[src/rtl/serial_divider_pkg.sv]
// Shared types and defaults for the serial restoring divider.
// Imported by the top level and its iteration datapath.
package serial_divider_pkg;

    typedef enum logic [1:0] {
        IDLE,
        COMPUTE,
        DONE
    } div_state_t;

    localparam int DIV_WIDTH_DEFAULT = 8;

endpackage

[src/rtl/div_step.sv]
// One restoring-division iteration: shift {A,Q} left and conditionally
// subtract the divisor, shifting the accepted quotient bit into Q.
import serial_divider_pkg::*;

module div_step #(
    parameter int WIDTH = DIV_WIDTH_DEFAULT
) (
    input  logic [WIDTH:0]   A,
    input  logic [WIDTH-1:0] Q,
    input  logic [WIDTH-1:0] D,
    output logic [WIDTH:0]   A_next,
    output logic [WIDTH-1:0] Q_next
);

    logic [2*WIDTH:0] sh;
    logic [WIDTH:0]   a_sh;
    logic [WIDTH-1:0] q_sh;
    logic [WIDTH:0]   t;

    always_comb begin
        sh   = {A, Q} << 1;
        a_sh = sh[2*WIDTH:WIDTH];
        q_sh = sh[WIDTH-1:0];
        t    = a_sh - {1'b0, D};
        // Sign bit clear means the divisor fit: keep the difference.
        if (!t[WIDTH]) begin
            A_next = t;
            Q_next = q_sh | {{(WIDTH-1){1'b0}}, 1'b1};
        end else begin
            A_next = a_sh;
            Q_next = q_sh;
        end
    end

endmodule

[src/rtl/serial_divider.sv]
// Sequential unsigned restoring divider, one quotient bit per clock.
// Switch operand S feeds the divisor on LoadDivisor, the dividend on Run.
import serial_divider_pkg::*;

module serial_divider #(
    parameter int WIDTH = DIV_WIDTH_DEFAULT
) (
    input  logic             Clk,
    input  logic             Reset,
    input  logic [WIDTH-1:0] S,
    input  logic             LoadDivisor,
    input  logic             Run,
    output logic [WIDTH-1:0] Quotient,
    output logic [WIDTH-1:0] Remainder,
    output logic             Busy,
    output logic             Done,
    output logic             DivByZero
);

    localparam int CW = (WIDTH > 1) ? $clog2(WIDTH) : 1;

    div_state_t       state_q, state_d;
    logic [WIDTH:0]   a_q, a_d;
    logic [WIDTH-1:0] q_q, q_d;
    logic [WIDTH-1:0] d_q, d_d;
    logic [CW-1:0]    cnt_q, cnt_d;
    logic [WIDTH-1:0] quot_q, quot_d;
    logic [WIDTH-1:0] rem_q, rem_d;
    logic             dbz_q, dbz_d;

    logic [WIDTH:0]   a_next;
    logic [WIDTH-1:0] q_next;

    div_step #(
        .WIDTH (WIDTH)
    ) u_step (
        .A      (a_q),
        .Q      (q_q),
        .D      (d_q),
        .A_next (a_next),
        .Q_next (q_next)
    );

    always_comb begin
        state_d = state_q;
        a_d     = a_q;
        q_d     = q_q;
        d_d     = d_q;
        cnt_d   = cnt_q;
        quot_d  = quot_q;
        rem_d   = rem_q;
        dbz_d   = dbz_q;
        case (state_q)
            IDLE: begin
                if (LoadDivisor) begin
                    d_d = S;
                end else if (Run) begin
                    if (d_q != '0) begin
                        a_d     = '0;
                        q_d     = S;
                        cnt_d   = '0;
                        dbz_d   = 1'b0;
                        state_d = COMPUTE;
                    end else begin
                        quot_d  = '1;
                        rem_d   = S;
                        dbz_d   = 1'b1;
                        state_d = DONE;
                    end
                end
            end
            COMPUTE: begin
                a_d   = a_next;
                q_d   = q_next;
                cnt_d = cnt_q + CW'(1);
                if (cnt_q == CW'(WIDTH - 1)) begin
                    quot_d  = q_next;
                    rem_d   = a_next[WIDTH-1:0];
                    state_d = DONE;
                end
            end
            DONE: begin
                if (!Run) begin
                    state_d = IDLE;
                end
            end
            default: begin
                state_d = IDLE;
            end
        endcase
    end

    always_ff @(posedge Clk) begin
        if (Reset) begin
            state_q <= IDLE;
            a_q     <= '0;
            q_q     <= '0;
            d_q     <= '0;
            cnt_q   <= '0;
            quot_q  <= '0;
            rem_q   <= '0;
            dbz_q   <= 1'b0;
        end else begin
            state_q <= state_d;
            a_q     <= a_d;
            q_q     <= q_d;
            d_q     <= d_d;
            cnt_q   <= cnt_d;
            quot_q  <= quot_d;
            rem_q   <= rem_d;
            dbz_q   <= dbz_d;
        end
    end

    assign Quotient  = quot_q;
    assign Remainder = rem_q;
    assign DivByZero = dbz_q;
    assign Busy      = (state_q == COMPUTE);
    assign Done      = (state_q == DONE);

endmodule

[config.mk]
export PLATFORM = sky130hd
export DESIGN_NAME = serial_divider
export DESIGN_NICKNAME = d
export VERILOG_FILES = /design/src/rtl/serial_divider_pkg.sv /design/src/rtl/div_step.sv /design/src/rtl/serial_divider.sv
export SDC_FILE = /design/constraint.sdc
export NUM_CORES = 1
export LEC_CHECK = 0
export ABC_AREA = 1
export BUFFER_PORTS_ARGS = -buffer_cell sky130_fd_sc_hd__buf_2
export CELL_PAD_IN_SITES_DETAIL_PLACEMENT = 1
export CELL_PAD_IN_SITES_GLOBAL_PLACEMENT = 1
export CORE_ASPECT_RATIO = 0.7
export CORE_MARGIN = 2
export CORE_UTILIZATION = 46
export CTS_BUF_LIST = sky130_fd_sc_hd__clkbuf_8
export CTS_CLUSTER_DIAMETER = 40
export DETAILED_ROUTE_END_ITERATION = 10
export GPL_TIMING_DRIVEN = 0
export PLACE_DENSITY = 0.95
export SLEW_MARGIN = 25
export SYNTH_ARGS = -nofsm -noshare
export SYNTH_HDL_FRONTEND = slang
export SYNTH_SLANG_ARGS = --single-unit
export TNS_END_PERCENT = 30
[constraint.sdc]
create_clock -name Clk -period 2.78 [get_ports Clk]
set_input_delay 0.139 -clock Clk [delete_from_list [all_inputs] [get_ports Clk]]
set_output_delay 0.139 -clock Clk [all_outputs]
set_load 0.02 [all_outputs]
Word level (Yosys, flattened, before mapping)
Cells that the tools add are included.
- add/sub/neg operators: 2
- equal/unequal tests: 9
- reductions and logical operators: 8
- mux-type cells: 31
- bitwise logic cells: 1
- operators with widths (cell ; number):
    8-bit 2-to-1 mux ; 15
    8-bit one-hot mux with 2 select lines ; 4
    2-bit 2-to-1 mux ; 5
    2-bit inequality test, second input constant ; 5
    3-bit 2-to-1 mux ; 3
    9-bit by 8-bit subtractor with 9-bit output ; 1
    4-bit AND reduction ; 2
    8-bit nonzero test ; 1
    2-bit one-hot mux with 3 select lines ; 1
    3-bit one-hot mux with 2 select lines ; 1
    5-bit AND reduction ; 1
    3-bit by 1-bit adder with 3-bit output, second input constant ; 1
    3-bit equality test, second input constant ; 1
    3-bit AND reduction ; 1
    2-bit by 1-bit equality test with 1-bit output, second input constant ; 1
    2-bit equality test, second input constant ; 1
    2-bit zero test ; 1
    1-bit 2-to-1 mux ; 2
    2-bit by 1-bit inequality test with 1-bit output, second input constant ; 1
    2-bit AND reduction ; 1
    2-bit nonzero test ; 1
    1-bit inverter ; 1
- register bits after elaboration: 46
- word-level logic and storage cells: 59
- input port bits: 12

Longest topological paths before layout
- depth after elaboration: 5
- mapped depth: 14

Modules after synthesis
Synthesis repeated with hierarchy kept, for this count alone.
- cells, all modules: 448
- area, all modules: 2813.9 sq um
- modules (own cells, without submodules) (module ; area each (sq um) ; cells each ; instances ; seq. area each (sq um)):
    serial_divider ; 2272.2 ; 349 ; 1 ; 940.9
    div_step ; 541.8 ; 99 ; 1 ; 0.0

Worst setup path after synthesis
Ideal clock, no wire load.
- kind: register -> register
- from: register q_q[7]
- to: register a_q[1]
- library setup time: 0.109 ns
- arrival: 1.696 ns
- path slack: 0.975 ns
- stages on the path, launching flop included: 15
- cells stage by stage: dfxtp_1 inv_1 ha_1 inv_1 fa_1 nand2_1 nand2_1 nand3_1 nand2_1 nand2_1 nand2_1 nand3_1 nand3_1 nand2_1 inv_1
- longest elaborated chain between the ends: 3
- RTL lines (item ; line ; text):
    from (decl) ; serial_divider.sv:24 ; logic [WIDTH-1:0] q_q, q_d;
    from (signal assigned) ; serial_divider.sv:106 ; q_q <= q_d;
    9-bit by 8-bit subtractor with 9-bit output ; div_step.sv:24 ; t = a_sh - {1'b0, D};
    8-bit 2-to-1 mux ; div_step.sv:26 ; if (!t[WIDTH]) begin
    8-bit one-hot mux with 2 select lines ; serial_divider.sv:53 ; case (state_q)
    to (signal assigned) ; serial_divider.sv:96 ; a_q <= '0;
    to (signal assigned) ; serial_divider.sv:105 ; a_q <= a_d;
    to (decl) ; serial_divider.sv:23 ; logic [WIDTH:0] a_q, a_d;
Every way passes these cells.
A chain may end at the register's enable or synchronous reset.

Worst setup path in the final report
- from: register q_q[7]
- to: register a_q[5]
The elaborated chain is that of the path after synthesis.

==> PnR_summary.wiki <==
{| class="wikitable"
! Metric !! Value
|-
| Status || complete, no violations
|-
| Starting density of the core || 0.478
|-
| Gr usage total || 0.281
|-
| Post-Route WL || between 8000 and 9000 µm
|-
| Area fraction in and, or, nand and nor cells after synthesis || 0.328
|-
| Area added between synthesis and finish || 13.8%
|-
| Die ar. || approximately 6100 µm²
|-
| Relative slew margins || 0.611
|-
| Critical path data required time || approximately 3000 ps
|-
| Power density of the placed cells || between 600 and 700 nW/µm²
|-
| Hold violation count in the final report || 0
|-
| Antenna violation net count after detailed routing || 0
|-
| Share of cell area taken by muxes after synthesis || 0
|-
| Total negative slack for setup checks || 0 ps
|-
| Arrival @ worst endpoint || 2540 ps
|-
| Highest achievable clock rate || 0.427 GHz
|-
| Endpoints failing setup || 0
|-
| Minimum clock period || 2340 ps
|-
| Clock Latency Late Sink || 310 ps
|-
| TritonCTS Buffers || 5
|-
| Max-capacitance violation count || 0
|-
| Setup bufs post-CTS || 0
|-
| Compound-gate portion of the synthesized area || 0.108
|-
| Worst IR drop on VDD || roughly 320 µV
|-
| Biggest fanout along the worst timing path || 8
|-
| Clock tree from TritonCTS || done
|-
| Largest net degree at the start of global routing || 14
|-
| Number of storage elements in the synthesis netlist || 46
|-
| Congestion Overflow GR || 0
|-
| Global-route wire length before repair || approximately 13,000 µm
|-
| Post-synthesis share of cell area spent on xor and xnor gates || 0.0104
|-
| Mean post-synth cell area || about 6.6 µm²
|-
| Post-route clock skew || between 10 and 15 ps
|-
| Synth unique cells || 28
|-
| Num Clock Sinks || 46
|-
| Worst hold-check slack || between 80 and 90 ps
|-
| Syn_nets || 404
|-
| Type of the setup path with the least slack || register to register
|-
| Type of the worst min-delay path || input pin to register
|-
| Combinational family with the most area after synthesis || simple AND/OR/NAND/NOR gates
|-
| Actual slew at the worst max-slew pin || ~580 ps
|-
| Unrepaired setup endpoints after global routing || no
|-
| Iteration-0 DRC count of the detailed router || 198
|-
| Fill cells || between 700 and 800
|-
| Detailed-placement wirelength estimate || about 5800 µm
|-
| Max-slew violation count || 0
|-
| Leading cell type in the layout, fill and taps excluded || nand2_1
|-
| Highest-count cells in the layout ignoring fill and taps || nand2_1, inv_1, nor2_1
|-
| Ys Warns || 0
|-
| Startpoint type of the worst setup path || register
|-
| Post-synthesis sequential area ratio || 0.366
|-
| Adder-cell share of the synthesized area || 0.0577
|-
| Cells after synthesis || approximately 380
|-
| Via count of the first global-routing pass || approximately 2,600
|-
| Detailed-route DRC error count || 0
|-
| Total via count after detailed routing || 2,631
|-
| Number of hold-repair buffers added at the cts stage || 0
|-
| Global placement routability congestion || between 0.8 and 0.9
|-
| Via-per-instance ratio || 5.36
|-
| Core ar. || approximately 5300 µm²
|-
| DR pass1 iterations || 4
|-
| Post-route cell area || around 2900 µm²
|-
| Number of diodes || 0
|-
| Floorplan die width || around 92 µm
|-
| Portion of the clock cycle consumed by the worst path in the final layout || 0.842
|-
| LEAKAGE || about 1.6 nW
|-
| Clock tree buffer depth || 2
|-
| Root buffer cell || clkbuf_8
|-
| H-tree Lvls || 2
|-
| NumNets Final || around 440
|-
| Vertical extent of the die || around 66 µm
|-
| Number of antenna violations at the first check in global routing || 0
|-
| Wire per inst || around 16 µm
|-
| Layout cell share with drive strength beyond 1 || 0.136
|-
| Cts repair resizes || 0
|-
| Endpoint type of the worst setup path || register
|-
| I/O pin cnt || 31
|-
| Standard-cell row count || 22
|-
| Area of the mapped netlist || between 2000 and 3000 µm²
|-
| Clock transition time at the flip-flop clock pins of the worst setup and hold paths || around 90 ps
|-
| Port buffer count || 30
|-
| Cell Area, Placed || between 2000 and 3000 µm²
|}
## where the power goes
group / internal, mW / leakage, nW / switching [mW]
clock: 0.262 / 0.0607 / 0.236
combinational: 0.202 / 1.12 / 0.449
sequential: 0.738 / 0.377 / 0.0520
total: 1.20 / 1.55 / 0.737
## flip-flops by register name (all words and copies together) (netlist names)
| signal | cells |
|---|---|
| Quotient | 8 |
| Remainder | 8 |
| DivByZero | 1 |
| a_q | 8 |
| q_q | 8 |
| cnt_q | 3 |
| state_q | 2 |
| d_q | 8 |
## worst paths after layout
check / startpoint / endpoint / slack, ps / cells after the start
setup / recovery: q_q[7] / a_q[5] / 440 / 14
hold reg to reg: cnt_q[1] / cnt_q[1] / 480 / 2
setup reg to reg: q_q[7] / a_q[5] / 440 / 14
hold / removal: Run / state_q[1] / 90 / 3
## Yosys cell counts (all sizes together)
library cell,n,area share
nand2,79,0.12
inv,63,0.095
nor2,63,0.099
dfxtp,46,0.37
nand3,42,0.084
o21ai,31,0.065
a21oi,16,0.036
ha,10,0.050
buf,9,0.029
nor3,9,0.018
clkbuf,4,0.0060
nand4,2,0.0050
xor2,2,0.0070
fa,1,0.0080
nor4,1,0.0025
o211a,1,0.0040
o211ai,1,0.0030
xnor2,1,0.0035
## routing by layer
layer / up-vias / part of all wire / global-route usage
met3: 14 / 0.069 / 0.0536
met4: 0 / 0.018 / 0.0877
li1: 1268 / - / -
met5: - / 0 / 0
met2: 87 / 0.47 / 0.476
met1: 1262 / 0.44 / 0.364
## layout make-up
| class | count | area [µm²] | share of cell area |
|---|---|---|---|
| clock inverter | 3 | 37.5 | 0.0131 |
| multi-input combinational | 259 | 1270 | 0.443 |
| tap | 72 | 90.1 | 0.0315 |
| clock buffer | 5 | 68.8 | 0.0240 |
| sequential | 46 | 921 | 0.322 |
| buffer | 13 | 87.6 | 0.0306 |
| timing repair buffer | 30 | 150 | 0.0525 |
| inverter | 63 | 239 | 0.0835 |
## cells by family after synthesis
family,Yosys count
adder cells (fa/ha/maj),11
XOR/XNOR,3
flip-flops,46
buffers and inverters,76
AND/OR/NAND/NOR,196
AO/OA/AOI/OAI,49
## critical path, cell delays in order (launching register included)
cell and delay [ps]:
dfxtp_1 330, inv_1 90, ha_1 160, inv_1 80
fa_1 400, nand2_1 80, nand2_1 110, nand3_1 160
nand2_1 90, nand2_1 70, nand2_1 220, nand3_1 210
nand3_1 100, nand2_1 90, inv_1 60
## metrics by stage
stage / std cells / utilization / power, mW / setup slack [ps]
2_1_floorplan: 381 / - / 1.23 / 975
5_1_grt: 491 / 0.544 / 2.04 / 255
3_3_place_gp: 483 / 0.524 / 1.39 / 639
6_report: 491 / 0.544 / 1.94 / 438
4_1_cts: 491 / 0.544 / 1.93 / 479
3_5_place_dp: 483 / 0.524 / 1.43 / 544
Note: power is estimated with default switching activity, not from simulation.
